==> config.mk <==
export PLATFORM = sky130hd
export DESIGN_NAME = pipemem_access_flat
export DESIGN_NICKNAME = d
export VERILOG_FILES = /design/src/rtl/pipemem_access_if.sv /design/src/rtl/pipemem_access.sv /design/src/flat_wrapper.sv
export SDC_FILE = /design/constraint.sdc
export NUM_CORES = 1
export LEC_CHECK = 0
export ABC_AREA = 1
export CELL_PAD_IN_SITES_DETAIL_PLACEMENT = 1
export CELL_PAD_IN_SITES_GLOBAL_PLACEMENT = 1
export CORE_UTILIZATION = 29
export CTS_CLUSTER_DIAMETER = 40
export DETAILED_ROUTE_END_ITERATION = 16
export PLACE_DENSITY = 0.86
export SYNTH_ARGS = -nofsm -noshare
export SYNTH_HDL_FRONTEND = slang
export SYNTH_SLANG_ARGS = --single-unit
==> constraint.sdc <==
create_clock -name clock -period 2 [get_ports clock]
set_clock_uncertainty 0.1 [all_clocks]
set_input_delay 0.4 -clock clock [delete_from_list [all_inputs] [get_ports clock]]
set_output_delay 0.4 -clock clock [all_outputs]
set_load 0.05 [all_outputs]
==> src/rtl/pipemem_access_if.sv <==
// Data-memory request/acknowledge bus between the MEM stage (master) and a multi-cycle memory (slave).
interface pipemem_access_if;
  logic        req;
  logic        we;
  logic [31:0] addr;
  logic [31:0] wdata;
  logic        ack;
  logic [31:0] rdata;

  modport master (
    output req,
    output we,
    output addr,
    output wdata,
    input  ack,
    input  rdata
  );

  modport slave (
    input  req,
    input  we,
    input  addr,
    input  wdata,
    output ack,
    output rdata
  );
endinterface

==> src/rtl/pipemem_access.sv <==
// MEM stage: runs a req/ack access to a multi-cycle data memory, stalls until it completes,
// and fills the MEM/WB register. Optional macro MISALIGN_TRAP_EN traps misaligned accesses.
module pipemem_access #(
  parameter int unsigned TIMEOUT = 255,
  parameter int unsigned TO_W    = 8
) (
  input  logic             clock,
  input  logic             reset,
  input  logic             mwreg,
  input  logic             mm2reg,
  input  logic             mwmem,
  input  logic [31:0]      malu,
  input  logic [31:0]      mb,
  input  logic [4:0]       mrn,
  pipemem_access_if.master dmem,
  output logic             mem_stall,
  output logic             mem_err,
  output logic             wwreg,
  output logic             wm2reg,
  output logic [31:0]      wmo,
  output logic [31:0]      walu,
  output logic [4:0]       wrn
);

  typedef enum logic [0:0] {StIdle, StReq} state_e;

  localparam logic [TO_W-1:0] CntLast = TO_W'(TIMEOUT - 1);
  localparam logic [TO_W-1:0] CntMax  = TO_W'(TIMEOUT);

  state_e          state;
  logic [TO_W-1:0] cnt;
  logic            memop;
  logic            is_load;
  logic            expired;
  logic            misalign;

  // A store wins when mm2reg and mwmem are both set.
  assign memop   = mm2reg | mwmem;
  assign is_load = mm2reg & ~mwmem;
  assign expired = (TIMEOUT != 0) && (state == StReq) && !dmem.ack && (cnt == CntLast);

`ifdef MISALIGN_TRAP_EN
  assign misalign = (malu[1:0] != 2'b00);
`else
  assign misalign = 1'b0;
`endif

  assign mem_stall = ((state == StIdle) && memop && !misalign) ||
                     ((state == StReq) && !dmem.ack && !expired);

  always_ff @(posedge clock) begin
    if (reset) begin
      state      <= StIdle;
      cnt        <= '0;
      dmem.req   <= 1'b0;
      dmem.we    <= 1'b0;
      dmem.addr  <= '0;
      dmem.wdata <= '0;
      mem_err    <= 1'b0;
      wwreg      <= 1'b0;
      wm2reg     <= 1'b0;
      wmo        <= '0;
      walu       <= '0;
      wrn        <= '0;
    end else begin
      mem_err <= 1'b0;
      case (state)
        StIdle: begin
          if (!memop) begin
            wwreg  <= mwreg;
            wm2reg <= 1'b0;
            wmo    <= '0;
            walu   <= malu;
            wrn    <= mrn;
          end else if (misalign) begin
            wwreg   <= 1'b0;
            wm2reg  <= 1'b0;
            mem_err <= 1'b1;
          end else begin
            state      <= StReq;
            cnt        <= '0;
            dmem.req   <= 1'b1;
            dmem.we    <= mwmem;
            dmem.addr  <= {malu[31:2], 2'b00};
            dmem.wdata <= mb;
            wwreg      <= 1'b0;
            wm2reg     <= 1'b0;
          end
        end
        StReq: begin
          // EX/MEM is frozen while stalled, so its fields still describe this access.
          if (dmem.ack) begin
            state    <= StIdle;
            dmem.req <= 1'b0;
            wwreg    <= mwreg;
            wm2reg   <= is_load;
            wmo      <= is_load ? dmem.rdata : 32'h0;
            walu     <= malu;
            wrn      <= mrn;
          end else if (expired) begin
            state    <= StIdle;
            dmem.req <= 1'b0;
            mem_err  <= 1'b1;
            wwreg    <= 1'b0;
            wm2reg   <= 1'b0;
          end else begin
            wwreg  <= 1'b0;
            wm2reg <= 1'b0;
            if (cnt != CntMax) begin
              cnt <= cnt + TO_W'(1);
            end
          end
        end
        default: state <= StIdle;
      endcase
    end
  end

endmodule
==> src/flat_wrapper.sv <==
// flat-port wrapper written by rule: the top's interface ports become plain ports
module pipemem_access_flat 
#(
  parameter int unsigned TIMEOUT = 255,
  parameter int unsigned TO_W    = 8
)
  (clock, reset, mwreg, mm2reg, mwmem, malu, mb, mrn, mem_stall, mem_err, wwreg, wm2reg, wmo, walu, wrn, dmem_req, dmem_we, dmem_addr, dmem_wdata, dmem_ack, dmem_rdata);
  pipemem_access_if dmem_i ();
  input  logic clock;
  input  logic reset;
  input  logic mwreg;
  input  logic mm2reg;
  input  logic mwmem;
  input  logic [31:0] malu;
  input  logic [31:0] mb;
  input  logic [4:0] mrn;
  output logic mem_stall;
  output logic mem_err;
  output logic wwreg;
  output logic wm2reg;
  output logic [31:0] wmo;
  output logic [31:0] walu;
  output logic [4:0] wrn;
  output wire logic [$bits(dmem_i.req)-1:0] dmem_req;
  output wire logic [$bits(dmem_i.we)-1:0] dmem_we;
  output wire logic [$bits(dmem_i.addr)-1:0] dmem_addr;
  output wire logic [$bits(dmem_i.wdata)-1:0] dmem_wdata;
  input wire logic [$bits(dmem_i.ack)-1:0] dmem_ack;
  input wire logic [$bits(dmem_i.rdata)-1:0] dmem_rdata;
  assign dmem_req = dmem_i.req;
  assign dmem_we = dmem_i.we;
  assign dmem_addr = dmem_i.addr;
  assign dmem_wdata = dmem_i.wdata;
  assign dmem_i.ack = dmem_ack;
  assign dmem_i.rdata = dmem_rdata;
  pipemem_access #(.TIMEOUT(TIMEOUT), .TO_W(TO_W)) u_core (.clock(clock), .reset(reset), .mwreg(mwreg), .mm2reg(mm2reg), .mwmem(mwmem), .malu(malu), .mb(mb), .mrn(mrn), .dmem(dmem_i), .mem_stall(mem_stall), .mem_err(mem_err), .wwreg(wwreg), .wm2reg(wm2reg), .wmo(wmo), .walu(walu), .wrn(wrn));
endmodule
==> results of run 1 <==
## path summary, 6_finish.rpt
check,startpoint,cells past startpoint,slack [ns],endpoint
setup / recovery,mwmem,6,0.003,mem_stall
hold reg to reg,u_core.dmem.we$_SDFFE_PP0P_,2,0.38,u_core.dmem.we$_SDFFE_PP0P_
hold / removal,u_core.dmem.we$_SDFFE_PP0P_,2,0.38,u_core.dmem.we$_SDFFE_PP0P_
setup reg to reg,u_core.cnt[0]$_SDFFE_PP0P_,9,0.28,u_core.cnt[2]$_SDFFE_PP0P_
## area by class of cell
type	count	area, sq um
Inverter	17	66.3
Multi-Input combinational cell	479	2180
Clock buffer	22	484
Clock inverter	9	81.3
Fill cell	2197	9570
Timing Repair Buffer	265	2450
Sequential cell	145	2910
Tap cell	229	287
## worst max-delay path: cells and delay by family
family	cells	cell delay, ns
buffers and inverters	4	0.74
AO/OA/AOI/OAI	2	0.35
## layout by cell type, fill, tap and decap left out, types with 2 or more instances in the layout
| cell type | instances |
|---|---|
| dfxtp_1 | 141 |
| conb_1 | 2 |
| inv_1 | 9 |
| clkbuf_16 | 17 |
| nor2_1 | 253 |
| nand2_2 | 3 |
| dfxtp_2 | 3 |
| clkinv_2 | 5 |
| o21ai_0 | 103 |
| a31oi_1 | 32 |
| clkinv_4 | 2 |
| clkbuf_8 | 4 |
| nor3_1 | 32 |
| buf_4 | 78 |
| nor2_4 | 3 |
| nand2_1 | 30 |
| inv_2 | 7 |
| buf_12 | 8 |
| a21oi_1 | 3 |
| clkdlybuf4s50_1 | 106 |
| nand4_1 | 2 |
| nand3_1 | 3 |
| dlygate4sd2_1 | 72 |
| o21ai_1 | 2 |
## per-layer routing
layer	track usage	vias up	share of wire
li1	-	2717	-
met1	0.215	2613	0.41
met2	0.341	138	0.52
met5	0	-	0
met4	0.0556	0	0.013
met3	0.0515	18	0.064
## report_power, final
group | total, mW | internal [mW] | switching [mW]
logic | 2.39 | 0.758 | 1.63
clock network | 3.04 | 1.83 | 1.20
registers | 3.30 | 3.16 | 0.137
total | 8.73 | 5.76 | 2.97
## through the flow
stage               std cells  total power [mW]  hold slack, ns
floorplan                 693              4.90           0.341
global placement         1133              5.80           0.353
detailed placement       1133              5.86           0.369
CTS                      1164              8.84           0.381
global route             1166              9.14           0.395
finish                   1166              8.73           0.375
## kinds of logic (layout without fill, tap and decap cells)
logic type      after synthesis  in the layout  share of synthesized area
simple gates                332            332                      0.251
buf+inv                      69            313                     0.0569
compound gates              143            143                      0.143
other cells                   1              2                   0.000702
flops                       145            145                      0.544
fa+ha+maj                     2              2                    0.00469
## repair_timing
action,CTS,global route
setup endpoints to repair,73,1
buffers inserted,0,2
gates resized for setup,81,9
pin swaps,2,4
## registers in the layout (all words and copies together), names as in the netlist
signal / count
u_core.walu: 32
u_core.state: 1
u_core.wm2reg: 1
u_core.dmem.req: 1
u_core.wrn: 5
u_core.cnt: 8
u_core.wmo: 32
u_core.dmem.addr: 30
u_core.mem_err: 1
u_core.dmem.wdata: 32
u_core.wwreg: 1
u_core.dmem.we: 1
==> flow_summary.json, run 1 <==
{
  "status": "complete, no violations",
  "power_density_nw_per_um2": 1030,
  "die_h_um": 138,
  "p_leak_nw": 3.80,
  "grt_max_degree": 62,
  "clk_path_buf_depth": 2,
  "drt-total-wl_um": 18000,
  "rows": 49,
  "via_per_inst": 4.70,
  "synth-seq-cells": 145,
  "post-route-drc-count": 0,
  "antenna_found_initial": 0,
  "tightest_slew_ns": 0.525,
  "synth_area_per_cell_sq_um": 7.72,
  "coreArea_sq_um": 18000,
  "ys_seq_area_frac": 0.544,
  "finalHoldViolCount": 0,
  "hp-class": "register to register",
  "syn2layout_area_growth_pct": 58.4,
  "grt_first_pass_wirelength_um": 27800,
  "gp_congestion": 0.760,
  "finalMaxSlewViolations": 0,
  "cts_tree": "yes",
  "die_w_um": 138,
  "die_area_sq_um": 19000,
  "setup-violations-final": 0,
  "setup_tns_ns": 0,
  "yosysMostFrequentCell": "nor2_1",
  "ir_drop_mv": 0.558,
  "max_cap_viol_count": 0,
  "final_util": 0.469,
  "clk_pin_slew_worst_paths_ns": 0.06,
  "crit_fanout": 3,
  "synth_edf_count": 0,
  "drt_pre_antenna_iters": 4,
  "slowest_delay_ns": 0.47,
  "hpwl_um": 12500,
  "synth_top_cell_by_area": "dfxtp_1",
  "startpoint_type": "primary input",
  "placed_area_sq_um": 7920,
  "clock_latency_ns": 0.41,
  "syn_inst": 692,
  "drive_above_1_share": 0.152,
  "cp_cell_sequence": "clkdlybuf4s50_1, o21ai_4, inv_2, a21oi_2, inv_1, buf_6",
  "cts_buffers": 17,
  "drt_iter0_markers": 245,
  "cts-root-buf": "clkbuf_16",
  "fin_ws_ns": 0.00339,
  "wl_per_cell_um": 15.4,
  "antenna_cells": 0,
  "overflow": 0,
  "slew-limit-headroom": 0.651,
  "max_freq_ghz": 0.501,
  "synth_top_area_frac": 0.544,
  "ant_nets": 0,
  "criticalPathCategory": "primary input to output pin",
  "start_util": 0.296,
  "numClockSinks": 145,
  "postSynth.asyncResetShare": 0,
  "nets": 1034,
  "cp.required_ns": 1.50,
  "rsz0062_at_grt": "yes",
  "postCtsHoldBufs": 0,
  "finalCriticalPeriod_ns": 2.00,
  "cts_max_level": 4,
  "cp-end-kind": "output pin",
  "worstPathArrival_ns": 1.50,
  "synth_common_cells": "nor2_1, dfxtp_1, o21ai_0",
  "num_vias": 5486,
  "period_share": 0.998,
  "grt_pass1_vias": 5461,
  "synth_cell_types": 28,
  "ios": 246,
  "netlist_area_sq_um": 5340,
  "fin_area_sq_um": 8460,
  "synth_area_leaders": "dfxtp_1, nor2_1, o21ai_0",
  "synth_warnings": 0,
  "grt_usage": 0.189,
  "synth_flop_cell": "dfxtp_1",
  "io_buffers": 243,
  "place_worst_setup_slack_ns": -0.140,
  "slowest_stage": "clkdlybuf4s50_1"
}
No activity file was read; power rests on OpenSTA's default activity.
==> inputs of run 2 (changes only) <==
Settings changed: CORE_MARGIN from default to 5.
==> flow_summary.json, run 2 (synthesized netlist as in run 1, its figures left out) <==
{
  "status": "finished, violations left",
  "violations": "setup timing",
  "clk_pin_slew_worst_paths_ns": 0.06,
  "hp-class": "register to register",
  "drive_above_1_share": 0.173,
  "fin_ws_ns": -0.0718,
  "post-route-drc-count": 0,
  "finalMaxSlewViolations": 0,
  "finalHoldViolCount": 0,
  "criticalPathCategory": "register to output pin",
  "placed_area_sq_um": 7930,
  "die_w_um": 146,
  "rows": 49,
  "io_buffers": 243,
  "syn2layout_area_growth_pct": 59.5,
  "ant_nets": 0,
  "clk_path_buf_depth": 2,
  "cp-end-kind": "output pin",
  "layout_common_cells": "nor2_1, dfxtp_1, clkdlybuf4s50_1",
  "cp.required_ns": 1.50,
  "cts_max_level": 4,
  "worstPathArrival_ns": 1.57,
  "period_share": 1.04,
  "max_freq_ghz": 0.483,
  "ios": 246,
  "gp_congestion": 0.785,
  "grt_first_pass_wirelength_um": 31100,
  "drt-total-wl_um": 19300,
  "die_h_um": 146,
  "via_per_inst": 4.75,
  "antenna_cells": 0,
  "startpoint_type": "register",
  "hpwl_um": 14000,
  "power_density_nw_per_um2": 1050,
  "grt_pass1_vias": 5916,
  "wl_per_cell_um": 16.5,
  "finalCriticalPeriod_ns": 2.07,
  "grt_usage": 0.179,
  "cts_buffers": 17,
  "layout_commonest_cell": "nor2_1",
  "slew-limit-headroom": 0.650,
  "coreArea_sq_um": 18000,
  "postCtsHoldBufs": 0,
  "max_cap_viol_count": 0,
  "grt_max_degree": 51,
  "cts_tree": "yes",
  "crit_fanout": 5,
  "numClockSinks": 145,
  "p_leak_nw": 3.80,
  "clock_latency_ns": 0.41,
  "reg_top3": "u_core.dmem.wdata x32, u_core.walu x32, u_core.wmo x32",
  "nets": 1040,
  "fin_area_sq_um": 8520,
  "ir_drop_mv": 0.585,
  "whs_ns": 0.380,
  "rsz0062_at_grt": "yes",
  "start_util": 0.296,
  "drt_pre_antenna_iters": 4,
  "cts-root-buf": "clkbuf_16",
  "drt_iter0_markers": 210,
  "antenna_found_initial": 0,
  "tightest_slew_ns": 0.526,
  "setup-violations-final": 1,
  "die_area_sq_um": 21200,
  "num_vias": 5569,
  "overflow": 0
}
-- run 2: cell count changes in the layout (fill, tap and decap cells not counted), sizes merged --
| cell | change |
|---|---|
| buf | +21 |
| dlygate4sd2 | -15 |
| clkbuf | -5 |
| clkinvlp | +3 |
| inv | +3 |
| clkinv | -2 |
| bufinv | +1 |
-- run 2: stage by stage --
stage	power (mW)	setup WS [ns]	util	setup TNS, ns	std cells
detailed placement	5.90	-0.135	0.440	-4.58	1138
global route	9.32	-0.167	0.472	-0.167	1172
global placement	5.84	-0.103	0.440	-0.312	1138
CTS	9.02	-0.126	0.470	-0.126	1171
finish	8.91	-0.0718	0.472	-0.0718	1172
floorplan	4.90	0.326	-	0	693
-- run 2: repair_timing --
action / 4_1_cts / 5_1_grt
buffers inserted: 2 / 1
gates resized for setup: 64 / 11
pin swaps: 2 / 4
setup endpoints to repair: 58 / 1
-- run 2: worst max-delay path: stages (launching register included) --
cell and delay, ns:
dfxtp_4 0.37, inv_4 0.05, ha_4 0.11, inv_2 0.04, nor2_4 0.11, nand2_2 0.07
a21oi_2 0.19, inv_2 0.07, buf_8 0.15
-- run 2: layer usage --
| layer | track usage | part of all wire | vias up |
|---|---|---|---|
| met5 | 0 | 0 | - |
| met4 | 0.0574 | 0.021 | 0 |
| met3 | 0.0595 | 0.061 | 26 |
| met2 | 0.320 | 0.52 | 159 |
| met1 | 0.201 | 0.40 | 2653 |
| li1 | - | - | 2731 |
-- run 2: final timing paths --
path                                from                          end  slack [ns]  cells after the start
min          u_core.dmem.we$_SDFFE_PP0P_  u_core.dmem.we$_SDFFE_PP0P_        0.38                      2
min reg2reg  u_core.dmem.we$_SDFFE_PP0P_  u_core.dmem.we$_SDFFE_PP0P_        0.38                      2
max           u_core.cnt[0]$_SDFFE_PP0P_                    mem_stall       -0.07                      8
max reg2reg   u_core.cnt[0]$_SDFFE_PP0P_   u_core.cnt[5]$_SDFFE_PP0P_        0.37                      9
-- run 2: layout make-up --
type	instances	area (sq um)
Clock buffer	17	425
Clock inverter	14	156
Fill cell	2178	9510
Inverter	17	66.3
Multi-Input combinational cell	479	2180
Sequential cell	145	2910
Tap cell	229	287
Timing Repair Buffer	271	2490
-- run 2: where the power goes --
group / leakage (nW) / internal [mW] / total, mW / switching [mW]
Sequential: 1.20 / 3.16 / 3.31 / 0.143
Combinational: 2.32 / 0.794 / 2.45 / 1.65
Clock: 0.278 / 1.85 / 3.15 / 1.30
Total: 3.80 / 5.81 / 8.91 / 3.10
